<file path="src/rtl/hidden_layer_sequencer.sv">
// Hidden-layer sequencer: walks the MAC through one weight window per neuron, activates each
// dot-product sum (sign-magnitude Q3.12) and latches it into the hidden-layer register array.
module hidden_layer_sequencer #(
  parameter int unsigned NUM_NEURONS = 16,
  parameter int unsigned NUM_INPUTS  = 784,
  parameter int unsigned ACT_TYPE    = 0,
  parameter int unsigned SLACK       = 8
) (
  input  logic                          clk_i,
  input  logic                          reset_i,
  input  logic                          start_i,
  output logic                          busy_o,
  output logic                          done_o,
  output logic                          count_done_o,
  output logic                          mac_run_o,
  output logic signed [31:0]            mac_start_o,
  output logic signed [31:0]            mac_size_o,
  input  logic                          mac_done_i,
  input  logic [15:0]                   mac_out_i,
  output logic [NUM_NEURONS-1:0][15:0]  hidden_out_o
);

  localparam int unsigned NW     = (NUM_NEURONS > 1) ? $clog2(NUM_NEURONS) : 1;
  localparam int unsigned RunMax = 4 * NUM_INPUTS + SLACK - 1;
  localparam int unsigned CW     = $clog2(RunMax + 1);

  typedef enum logic [2:0] {StIdle, StArm, StRun, StAct, StStore, StDone} state_e;

  state_e                        state_q, state_d;
  logic [NW-1:0]                 n_q, n_d;
  logic [CW-1:0]                 runcnt_q, runcnt_d;
  logic                          count_done_q, count_done_d;
  logic [15:0]                   act_q, act_d;
  logic [NUM_NEURONS-1:0][15:0]  hidden_q, hidden_d;

  // ReLU or hard sigmoid on a sign-magnitude Q3.12 value; result is always non-negative.
  function automatic logic [15:0] activate(input logic [15:0] x);
    logic [12:0] m;
    logic [13:0] sum;
    logic [15:0] y;
    m   = x[14:2];
    sum = 14'h0800 + {1'b0, m};
    if (ACT_TYPE == 0) begin
      y = x[15] ? 16'h0000 : x;
    end else if (!x[15]) begin
      y = (sum >= 14'h1000) ? 16'h1000 : {2'b00, sum};
    end else begin
      y = (m >= 13'h0800) ? 16'h0000 : (16'h0800 - {3'b000, m});
    end
    return y;
  endfunction

  // State and datapath registers; reset aborts any frame and clears the hidden array.
  always_ff @(posedge clk_i or posedge reset_i) begin
    if (reset_i) begin
      state_q      <= StIdle;
      n_q          <= '0;
      runcnt_q     <= '0;
      count_done_q <= 1'b0;
      act_q        <= '0;
      hidden_q     <= '0;
    end else begin
      state_q      <= state_d;
      n_q          <= n_d;
      runcnt_q     <= runcnt_d;
      count_done_q <= count_done_d;
      act_q        <= act_d;
      hidden_q     <= hidden_d;
    end
  end

  // Next-state logic: ARM reloads the MAC, RUN waits for completion or timeout, ACT/STORE commit.
  always_comb begin
    state_d      = state_q;
    n_d          = n_q;
    runcnt_d     = runcnt_q;
    count_done_d = count_done_q;
    act_d        = act_q;
    hidden_d     = hidden_q;
    unique case (state_q)
      StIdle, StDone: begin
        if (start_i) begin
          state_d      = StArm;
          n_d          = '0;
          count_done_d = 1'b0;
        end else begin
          state_d = StIdle;
        end
      end
      StArm: begin
        state_d  = StRun;
        runcnt_d = '0;
      end
      StRun: begin
        // A done flag in the first two RUN cycles may be stale from the previous window.
        if (mac_done_i && (runcnt_q >= CW'(2))) begin
          state_d = StAct;
        end else if (runcnt_q == CW'(RunMax)) begin
          state_d      = StAct;
          count_done_d = 1'b1;
        end else begin
          runcnt_d = runcnt_q + CW'(1);
        end
      end
      StAct: begin
        act_d   = activate(mac_out_i);
        state_d = StStore;
      end
      StStore: begin
        hidden_d[n_q] = act_q;
        if (n_q == NW'(NUM_NEURONS - 1)) begin
          state_d = StDone;
        end else begin
          n_d     = n_q + NW'(1);
          state_d = StArm;
        end
      end
      default: state_d = StIdle;
    endcase
  end

  // Outputs decoded from state and registers.
  always_comb begin
    busy_o       = (state_q == StArm) || (state_q == StRun) ||
                   (state_q == StAct) || (state_q == StStore);
    done_o       = (state_q == StDone);
    mac_run_o    = (state_q == StRun);
    count_done_o = count_done_q;
    mac_start_o  = $signed(32'(n_q) * 32'(NUM_INPUTS));
    mac_size_o   = $signed(32'(NUM_INPUTS));
    hidden_out_o = hidden_q;
  end

endmodule

</file>
<file path="config.mk">
export PLATFORM = sky130hd
export DESIGN_NAME = hidden_layer_sequencer
export DESIGN_NICKNAME = d
export VERILOG_FILES = /design/src/rtl/hidden_layer_sequencer.sv
export SDC_FILE = /design/constraint.sdc
export NUM_CORES = 1
export LEC_CHECK = 0
export ABC_AREA = 1
export ABC_CLOCK_PERIOD_IN_PS = 11900
export CAP_MARGIN = 15
export CORE_ASPECT_RATIO = 1.4
export CORE_MARGIN = 4
export CORE_UTILIZATION = 47
export CTS_CLUSTER_DIAMETER = 100
export DETAILED_ROUTE_END_ITERATION = 8
export GPL_TIMING_DRIVEN = 0
export PLACE_DENSITY = 0.81
export SLEW_MARGIN = 20
export SYNTH_ARGS = -nofsm -noshare
export SYNTH_HDL_FRONTEND = slang
export SYNTH_SLANG_ARGS = --single-unit
</file>
<file path="constraint.sdc">
create_clock -name clk_i -period 11.9 [get_ports clk_i]
set_input_delay 1.19 -clock clk_i [delete_from_list [all_inputs] [get_ports clk_i]]
set_output_delay 1.19 -clock clk_i [all_outputs]
set_load 0.01 [all_outputs]
</file>
* Word-level counts from Yosys, hierarchy flattened
Cells that the tools add are included.
** Word-level totals
- Bits of input ports :: 20
- Register bits :: 292
- Output and inout port bits :: 324
** Cells by class
- Add/sub/neg operators :: 2
- Multipliers :: 1
- Reduce and logical (&&, ||, !) cells :: 13
- Mux-type cells :: 19
- Magnitude comparators :: 3
- Equality and inequality tests :: 13
** Operators with widths (number)
- $bwmux 256 :: 1
- $demux 16 s4 :: 1
- $mux 12 :: 2
- $pmux 12 s2 :: 1
- $mux 16 :: 1
- $mux 15 :: 1
- $pmux 3 s5 :: 1
- $add 12x1->12 const B :: 1
- $eq 12x12->1 const B :: 1
- $ge 12x2->1 const B :: 1
- $mul 4x6->10 const B :: 1
- $mux 3 :: 3
- $mux 4 :: 2
- $ne 2x2->1 const B :: 4
- $pmux 4 s2 :: 1
- $eq 3x2->1 const B :: 2
- $eq 3x3->1 const B :: 2
- $reduce_and 3->1 :: 2
- $reduce_bool 2->1 :: 3
- $lt 4x5->1 const B :: 1
- $add 4x1->4 const B :: 1
- $eq 4x4->1 const B :: 1
- $ge 4x1->1 const B :: 1
- $mux 1 :: 4
- 9 further kinds :: 12

* Logic depth before layout (Yosys ltp)
- Depth in word-level cells :: 5
- Depth in mapped cells :: 11
- Gate-level depth less buffers :: 10

* Least setup slack after synthesis
Ideal clock, no wire load.
- Path type :: register to output
- Start point :: reg n_q[2]
- End point :: out mac_start_o[13]
- Stages on the path, launching flop included :: 7
- Arrival :: 1.796 ns
- Data required time :: 10.710 ns
- Setup slack :: 8.914 ns
- Path through :: dfrtp_1 inv_1 ha_1 ha_1 ha_1 a31o_2 xor2_1
** Between the ends
- Longest elaborated chain between the ends :: 1
** RTL lines
- start, declared :: line 30 : logic [NW-1:0] n_q, n_d;
- start signal, assigned :: line 64 : n_q <= n_d;
- $mul 4x6->10 :: line 129 : mac_start_o = $signed(32'(n_q) * 32'(NUM_INPUTS));
- end, declared :: line 16 : output logic signed [31:0] mac_start_o,
Every way passes these cells.

* Final worst setup path
Same ends and word-level chain as after synthesis.

==> impl_metrics.ini <==
[floorplanning]
dieArea_sq_um = 26440
core_area_sq_um = 23370
io_pins = 344
num_rows = 66
start_util_pct = 48.00
die_w_um = 138.6
die_h_um = 190.8

[clock_tree]
cts_resized = 0
htreeDepth = 1
cts.clk_slew.worst_paths_ns = 0.06
hold_buffers = 0
numCtsBuffers = 26
clkLatencyLatePin_ns = 0.52
cts_sinks = 275
max-clock-path-buffers = 3
root_buffer = clkbuf_16
cts_tree = built
postCtsSetupBuffers = 0

[cells_and_area]
fin_nets = 1567
layout_common_cells = nand2_1, dfrtp_1, clkdlybuf4s50_1
diodes = 0
drive_above_1_share_pct = 11.10
stdcell_count = 1856
syn_to_final_growth_pct = 38.45
fin_area_sq_um = 15530
fillers = 1850
layout_commonest_cell = nand2_1

[synthesis]
synth_cells = 1161
yosys_warnings = 0
synth_area_leaders = dfrtp_1, o21ai_0, nand2_1, buf_4, nand3_1
synth_cell_types = 27
synth_area_sq_um = 11220
ys_seq_area_share_pct = 61.35
synth.avg_cell_area_sq_um = 9.662
synth_top_cell_by_area = dfrtp_1
yosys.area.top_type_share_pct = 61.35
ys_ff_latch = 275

[power]
ir_drop_mv = 0.1102
leakage_nw = 7.079
total_power_mw = 2.536
p_per_area_nw_per_um2 = 163.3

[route]
first_pass_iters = 7
routed_wl_um = 35200
drt_iter0_markers = 563
via_per_inst = 5.099
final_antenna_net_count = 0
route.detailed.drc = 0
routedWlPerCell_um = 18.97
vias = 9464

[hold_path]
hold_depth = 2
hp-class = register to register

[critical_path]
path_class = register to output port
cpMaxStageDelayCell = clkdlybuf4s50_1
cp.arrival_ns = 3.03
worstPathRequired_ns = 10.71
crit_path_start_kind = register
cp_cell_sequence = inv_1 > ha_1 > ha_1 > ha_1 > a31o_2 > xor2_1 > clkdlybuf4s50_1
crit_top_cell = ha_1
slowest_delay_ns = 0.59
reg2reg_depth = 3
worstSetupEndpointType = output port
path_max_fanout = 6

[sta]
grt_setup_unrepaired = false
finalCritPeriodShare_pct = 35.45
hold_viol_final = 0
post-route-min-period_ns = 4.219
slew_violations = 0
setup_tns_ns = 0
clock_skew_ns = 0.007920
tightestPinTransition_ns = 0.9932
max_freq_mhz = 237.0
setup_violations = 0
relSlewSlack_pct = 33.78

[placement]
placed_cell_area_sq_um = 14650
io_buffers = 273
place_inst = 1810
dp.final_hpwl_um = 24760
place_congestion = 0.8850

[global_route]
grt_usage_pct = 25.98
grt_start_max_net_pins = 106
antenna_found_initial = 0
grt-ovfl-total = 0
grt_pass1_vias = 9308
grt_pass1_wl_um = 54000

[run_status]
status = complete, no violations

[run]
drv_cap = 0
-- flip-flops by register name, summed over array words and instances (netlist names) --
register      cells
count_done_o      1
act_q            15
n_q               4
state_q           3
runcnt_q         12
hidden_out_o    240
-- through the flow --
step	setup WS, ns	utilization, %	hold slack [ns]
finish	7.681	66.45	0.4822
global route	7.592	66.45	0.5016
CTS	7.687	66.45	0.4874
detailed placement	8.252	62.69	0.4719
global placement	0.09431	62.42	0.4649
floorplan	3.130	-	0.5027
-- worst max-delay path: cells and delay by family (launching register included) --
family,cells,cell delay (ns)
AOI/OAI and AO/OA,1,0.26
DFF,1,0.48
xor gates and xnor gates,1,0.25
buffers and inverters,2,0.71
adders and majority gates,3,0.80
-- synth_stat cells --
master	instances
ha_1	15
xor2_1	5
nor3b_1	1
nand2_2	1
nor3_1	5
xnor2_1	1
nand2_1	303
o21ai_1	2
nand3_2	10
a21oi_1	5
buf_4	72
nand3b_1	1
nor2_1	29
inv_2	4
nand3_1	51
conb_1	2
nor3_4	1
clkbuf_1	37
dfrtp_1	275
inv_1	39
buf_2	35
nand4_1	4
a211oi_1	1
a31o_2	1
buf_6	3
o21ai_0	257
nor2_4	1
-- path summary, 6_finish.rpt --
path	startpoint	endpoint	slack, ns
hold reg to reg	hidden_out_o[66]	hidden_out_o[66]	0.48
hold / removal	hidden_out_o[66]	hidden_out_o[66]	0.48
setup reg to reg	act_q[1]	hidden_out_o[97]	10.06
max in group asynchronous	reset_i	runcnt_q[7]	9.42
min in group asynchronous	reset_i	hidden_out_o[106]	1.16
setup / recovery	n_q[2]	mac_start_o[13]	7.68
-- per-layer routing --
layer / routed length (um) / vias up / track usage (%)
met2: 17570 / 431 / 44.79
li1: - / 4368 / -
met3: 2909 / 87 / 5.820
met1: 13120 / 4578 / 31.54
met4: 1592 / 0 / 11.06
met5: 0 / - / 0
-- final cells by class --
type                    instances  area (sq um)  area share [%]
inverters                      43         168.9           1.088
plain buffers                 147         888.4           5.720
flip-flops and latches        275          6882           44.31
repair buffers                275          2788           17.95
clock buffers                  35         735.7           4.737
multi-input cells             764          3541           22.80
well taps                     306         382.9           2.465
clock inverters                11         143.9          0.9265
-- power breakdown --
part           leakage (nW)  total, mW  internal (mW)  switching [mW]
Clock                 0.431      0.852          0.500           0.353
Combinational          2.84      0.620          0.201           0.419
Sequential             3.81       1.06           1.01          0.0502
Total                  7.08       2.54           1.71           0.822
-- kinds of logic after synthesis --
family / count (synthesis) / synth area share [%]
and+or+nand+nor: 407 / 15.16
other: 2 / 0.06695
AOI/OAI and AO/OA: 266 / 11.92
buffers and inverters: 190 / 9.359
DFF: 275 / 61.35
xor gates and xnor gates: 6 / 0.4685
adders and majority gates: 15 / 1.673
No activity file was read; power rests on OpenSTA's default activity.
